### config.mk
export PLATFORM = sky130hd
export DESIGN_NAME = fcfs_arbiter_queue_flat
export DESIGN_NICKNAME = d
export VERILOG_FILES = /design/src/rtl/fcfs_arbiter_queue_if.sv /design/src/rtl/fcfs_arbiter_queue.sv /design/src/flat_wrapper.sv
export SDC_FILE = /design/constraint.sdc
export NUM_CORES = 1
export LEC_CHECK = 0
export ABC_CLOCK_PERIOD_IN_PS = 5000
export CAP_MARGIN = 10
export CORE_MARGIN = 3
export CORE_UTILIZATION = 58
export DETAILED_ROUTE_END_ITERATION = 16
export PLACE_DENSITY = 0.9
export SYNTH_ARGS = -nofsm -noshare
export SYNTH_HDL_FRONTEND = slang
export SYNTH_SLANG_ARGS = --single-unit
### constraint.sdc
create_clock -name Clk -period 5 [get_ports Clk]
set_input_delay 1 -clock Clk [delete_from_list [all_inputs] [get_ports Clk]]
set_output_delay 1 -clock Clk [all_outputs]
set_load 0.01 [all_outputs]
### src/rtl/fcfs_arbiter_queue_if.sv
// Request/grant bundle between the masters and the FCFS bus arbiter.
// Ports: Start/Req toward the arbiter; Grant/GrantId/GrantValid/GrantChg/QueueCount/Ready back.
interface fcfs_arbiter_queue_if #(
    parameter int N = 8
);
    localparam int IDW = $clog2(N);

    logic           Start;
    logic [N-1:0]   Req;
    logic [N-1:0]   Grant;
    logic [IDW-1:0] GrantId;
    logic           GrantValid;
    logic           GrantChg;
    logic [IDW:0]   QueueCount;
    logic           Ready;

    modport master (
        output Start, Req,
        input  Grant, GrantId, GrantValid, GrantChg, QueueCount, Ready
    );

    modport slave (
        input  Start, Req,
        output Grant, GrantId, GrantValid, GrantChg, QueueCount, Ready
    );
endinterface

### src/rtl/fcfs_arbiter_queue.sv
// First-come-first-served bus arbiter: arrival-ordered ID queue, head holds the grant.
// Ports: Clk, Rst_n (async, active low), bus (slave side of fcfs_arbiter_queue_if).
module fcfs_arbiter_queue #(
    parameter int N = 8
) (
    input  logic                Clk,
    input  logic                Rst_n,
    fcfs_arbiter_queue_if.slave bus
);
    localparam int IDW = $clog2(N);

    typedef enum logic [1:0] {IDLE, INIT, RUN} state_t;

    state_t         state, state_n;
    logic [IDW-1:0] q   [N];
    logic [IDW-1:0] q_n [N];
    logic [IDW:0]   cnt, cnt_n;
    logic [N-1:0]   inq, inq_n;
    logic           chg, chg_n;

    logic [N-1:0]   w, a;
    logic [IDW-1:0] rm_id, rm_pos, a_id;
    logic           gv, gv_n;
    logic [IDW-1:0] gid, gid_n;

    function automatic logic [IDW-1:0] lowest_id(input logic [N-1:0] v);
        logic [IDW-1:0] r;
        r = '0;
        for (int i = N - 1; i >= 0; i--)
            if (v[i]) r = IDW'(i);
        return r;
    endfunction

    always_comb begin
        state_n = state;
        q_n     = q;
        cnt_n   = cnt;
        inq_n   = inq;
        w       = inq & ~bus.Req;
        a       = bus.Req & ~inq;
        rm_id   = '0;
        rm_pos  = '0;
        a_id    = lowest_id(a);

        unique case (state)
            IDLE:    if (bus.Start)  state_n = INIT;
            INIT:    if (!bus.Start) state_n = RUN;
            RUN:     if (bus.Start)  state_n = INIT;
            default: state_n = IDLE;
        endcase

        if (state_n == INIT) begin
            // Flush on every edge that lands in INIT, including RUN->INIT.
            for (int i = 0; i < N; i++) q_n[i] = '0;
            cnt_n = '0;
            inq_n = '0;
        end else if (state == RUN) begin
            if (w != '0) begin
                // w non-zero implies a non-empty queue, so q[0] is valid.
                rm_id = w[q[0]] ? q[0] : lowest_id(w);
                for (int i = 0; i < N; i++)
                    if ((IDW+1)'(i) < cnt && q[i] == rm_id)
                        rm_pos = IDW'(i);
                for (int i = 0; i < N - 1; i++)
                    if (IDW'(i) >= rm_pos) q_n[i] = q[i+1];
                q_n[N-1]     = '0;
                cnt_n        = cnt - (IDW+1)'(1);
                inq_n[rm_id] = 1'b0;
            end else if (a != '0) begin
                for (int i = 0; i < N; i++)
                    if ((IDW+1)'(i) == cnt) q_n[i] = a_id;
                cnt_n       = cnt + (IDW+1)'(1);
                inq_n[a_id] = 1'b1;
            end
        end

        gv    = (state == RUN) && (cnt != '0);
        gid   = gv ? q[0] : '0;
        gv_n  = (state_n == RUN) && (cnt_n != '0);
        gid_n = gv_n ? q_n[0] : '0;
        chg_n = (gv_n != gv) || (gid_n != gid);
    end

    always_ff @(posedge Clk or negedge Rst_n) begin
        if (!Rst_n) begin
            state <= IDLE;
            for (int i = 0; i < N; i++) q[i] <= '0;
            cnt   <= '0;
            inq   <= '0;
            chg   <= 1'b0;
        end else begin
            state <= state_n;
            q     <= q_n;
            cnt   <= cnt_n;
            inq   <= inq_n;
            chg   <= chg_n;
        end
    end

    assign bus.Grant      = gv ? (N'(1) << q[0]) : '0;
    assign bus.GrantId    = gid;
    assign bus.GrantValid = gv;
    assign bus.GrantChg   = chg;
    assign bus.QueueCount = cnt;
    assign bus.Ready      = (state == RUN);
endmodule

### src/flat_wrapper.sv
// flat-port wrapper written by rule: the top's interface ports become plain ports
module fcfs_arbiter_queue_flat 
#(
    parameter int N = 8
)
  (Clk, Rst_n, bus_Start, bus_Req, bus_Grant, bus_GrantId, bus_GrantValid, bus_GrantChg, bus_QueueCount, bus_Ready);
  fcfs_arbiter_queue_if #(.N(N)) bus_i ();
  input  logic Clk;
  input  logic Rst_n;
  input wire logic [$bits(bus_i.Start)-1:0] bus_Start;
  input wire logic [$bits(bus_i.Req)-1:0] bus_Req;
  output wire logic [$bits(bus_i.Grant)-1:0] bus_Grant;
  output wire logic [$bits(bus_i.GrantId)-1:0] bus_GrantId;
  output wire logic [$bits(bus_i.GrantValid)-1:0] bus_GrantValid;
  output wire logic [$bits(bus_i.GrantChg)-1:0] bus_GrantChg;
  output wire logic [$bits(bus_i.QueueCount)-1:0] bus_QueueCount;
  output wire logic [$bits(bus_i.Ready)-1:0] bus_Ready;
  assign bus_i.Start = bus_Start;
  assign bus_i.Req = bus_Req;
  assign bus_Grant = bus_i.Grant;
  assign bus_GrantId = bus_i.GrantId;
  assign bus_GrantValid = bus_i.GrantValid;
  assign bus_GrantChg = bus_i.GrantChg;
  assign bus_QueueCount = bus_i.QueueCount;
  assign bus_Ready = bus_i.Ready;
  fcfs_arbiter_queue #(.N(N)) u_core (.Clk(Clk), .Rst_n(Rst_n), .bus(bus_i));
endmodule
==> impl_results.md <==
* Outcome: finished, final reports clean
* Starting density of the core at 62.3%
* Critical path required time at 5.23 ns
* Clock tree buffer depth at 2
* Clk pwr share at 24.3%
* Combinational power share at 36.6%
* Lkg Pwr at 0.00144 uW
* Post-CTS Setup Bufs at 0
* Syn Area/Cell at 8.11 sq um
* Final min period at 4.55 ns
* CTS Buf Count at 5
* Switching Fraction at 38.2%
* Distinct cell type count of the synthesized netlist at 62
* Vias in the first global route at 2869
* Clock transition at path regs at 0.08 ns
* Setup TNS at 0 ns
* Worst-path fanout max at 7
* Initial antenna violation count at 0
* Worst setup margin at 0.454 ns
* Switch Pwr at 355 uW
* H-tree levels at 2
* Slew HR at 41.9%
* Sequential share of power at 39.0%
* Skew-Pair Late Insertion Delay at 0.29 ns
* DIE HEIGHT at 78.6 um
* P&R area growth vs syn at 14.4%
* Top_reg_cell synth: dfrtp_1
* Post-synth EDFFs at 0
* Router iterations before antenna repair at 5
* Slew @ Worst Pin at 0.872 ns
* Die Wd at 78.6 um
* Area of the die at 0.00618 sq mm
* Hold crit path type: register to register
* Share of the synthesized area in the top cell type at 31.9%
* Max Slew Vio Count at 0
* Cell taking the most area after synthesis: dfrtp_1
* DRT antenna net count at 0
* DP HPWL at 6.37 mm
* Setup Viol. Count Final at 0
* Mapped Nets at 392
* Synth warnings at 0
* Syn Inst Count at 377
* RSZ-0062 raised after global routing: no
* Share of layout cells above drive strength 1 at 8.64%
* Post-synthesis sequential area ratio at 31.9%
* GRT Util Overall at 28.3%
* Final hold viol count at 0
* Synth area leaders: dfrtp_1 32%, o21ai_0 5.2%, nand2_1 4.4%
* Wire per inst at 17.9 um
* CTS resizes at 0
* Total Wirelength at 8.47 mm
* Cell with the most instances after synthesis: dfrtp_1
* Place WS at 0.211 ns
* Rows at 25
* Routability congestion estimate at 0.935
* Crit. End Element: register
* CP Class: input pin to register
* Max-cap violations at 0
* Fin crit share at 90.9%
* Crit start category: input pin
* # IOs at 29
* Via count at 3025
* Hold_buf cts at 0
* Starting DRT DRC Count at 277
* Flops & latches, synth at 39
* Clk root buf: clkbuf_8
* Fin Clk Skew at 0.00491 ns
* Buffers on Ports at 28
* Most frequent cells after synthesis: 39 x dfrtp_1, 36 x nand2_1, 32 x o21ai_0
* VDD IR max at 200 uV
* Vias per inst at 6.41
* DRC viols at 0
* Synthesized area at 0.00306 sq mm
* Pin count of the biggest net entering global routing at 40
* Internal power at 575 uW
* Highest clock rate at 220 MHz
* Async SR Flop Fraction at 100%
* Data arrival time of the worst path at 4.77 ns
* CTS tree: built
* Hold slack at 0.534 ns
* Inserted Diodes at 0
* Layout net count at 419
* Global-route wire length before repair at 13.8 mm
* Clock sink count at 39
* Core Region at 0.00491 sq mm
* PwrDens at 266 mW/mm^2
* GRT overflow at 0
## state kept, by name, summed over array words and instances, names as in the netlist
register,flops
u_core.bus.GrantChg,1
u_core.bus.QueueCount,4
u_core.inq,8
u_core.q,24
u_core.state,2
## cells in the final DEF (no fill, tap or decap), drive strengths merged, types with 2 or more instances in the layout
cell type and instances:
a21oi 26, or3 3, o22ai 2, nand2 36
or2 3, and2 2, a31oi 7, o21ai 36
clkdlybuf4s50 27, inv 29, xor2 6, ha 4
clkinv 2, buf 7, mux4 2, o211ai 11
and3 3, xnor2 15, nor2b 11, o31ai 4
nand4 4, mux2i 15, or4 7, nor3 16
nor4 5, nand3 7, clkbuf 6, a221oi 2
o2111ai 2, nor2 26, nand2b 16, and2b 2
mux2 2, dfrtp 39
## final cells by class
class                           instances  area (sq um)
Clock buffer                            6          82.6
Clock inverter                          2          16.3
Fill cell                             397          1410
Inverter                               30           113
Multi-Input combinational cell        294          1910
Sequential cell                        39           976
Tap cell                               67          83.8
Timing Repair Buffer                   34           320
## path summary, 6_finish.rpt
kind	slack, ns	end	cells past startpoint	startpoint
setup reg to reg	1.14	u_core.bus.GrantChg	11	u_core.q[22]
min in group asynchronous	0.82	u_core.inq[0]	1	Rst_n
hold / removal	0.53	u_core.inq[1]	2	u_core.inq[1]
hold reg to reg	0.53	u_core.inq[1]	2	u_core.inq[1]
max in group asynchronous	3.64	u_core.bus.QueueCount[2]	1	Rst_n
setup / recovery	0.45	u_core.bus.GrantChg	12	bus_Req[0]
## kinds of logic (layout without fill, tap and decap cells)
group	count (synthesis)	count (layout)	synth area share (%)
buf+inv	44	72	5.85
fa+ha+maj	4	4	1.64
flops	39	39	31.9
mux	19	19	7.94
simple gates	145	145	25.3
compound gates	105	105	21.4
xor+xnor	21	21	6.01
## critical path, stage by stage
cell and delay [ns]:
clkdlybuf4s50_1 0.49, and2b_1 0.24, mux4_2 0.52, mux2i_4 0.25, mux2i_4 0.42, xnor2_1 0.12, or4_4 0.56, nand4_2 0.17
o21ai_1 0.10, a221oi_1 0.41, mux2_2 0.38, a21oi_1 0.11
## layer usage
metal	vias up	global-route usage (%)	wire (um)
li1	1404	-	-
met2	157	46.3	3950
met1	1434	35.9	3580
met5	-	0	0
met4	0	12.9	288
met3	30	5.50	645
## per-stage QoR
step | area (sq um) | instances | utilization (%) | power (uW)
2_1_floorplan | 3060 | 377 | - | 601
3_3_place_gp | 3400 | 464 | 69.2 | 689
3_5_place_dp | 3400 | 464 | 69.2 | 698
4_1_cts | 3500 | 472 | 71.2 | 926
5_1_grt | 3500 | 472 | 71.2 | 980
6_report | 3500 | 472 | 71.2 | 929
## power by group through the flow
stage	sequential, uW	clock, uW	combinational [uW]
floorplan	354	0	247
global placement	367	0	322
detailed placement	368	0	330
CTS	362	232	332
global route	366	243	371
finish	363	226	340
No activity file was read; power rests on OpenSTA's default activity.
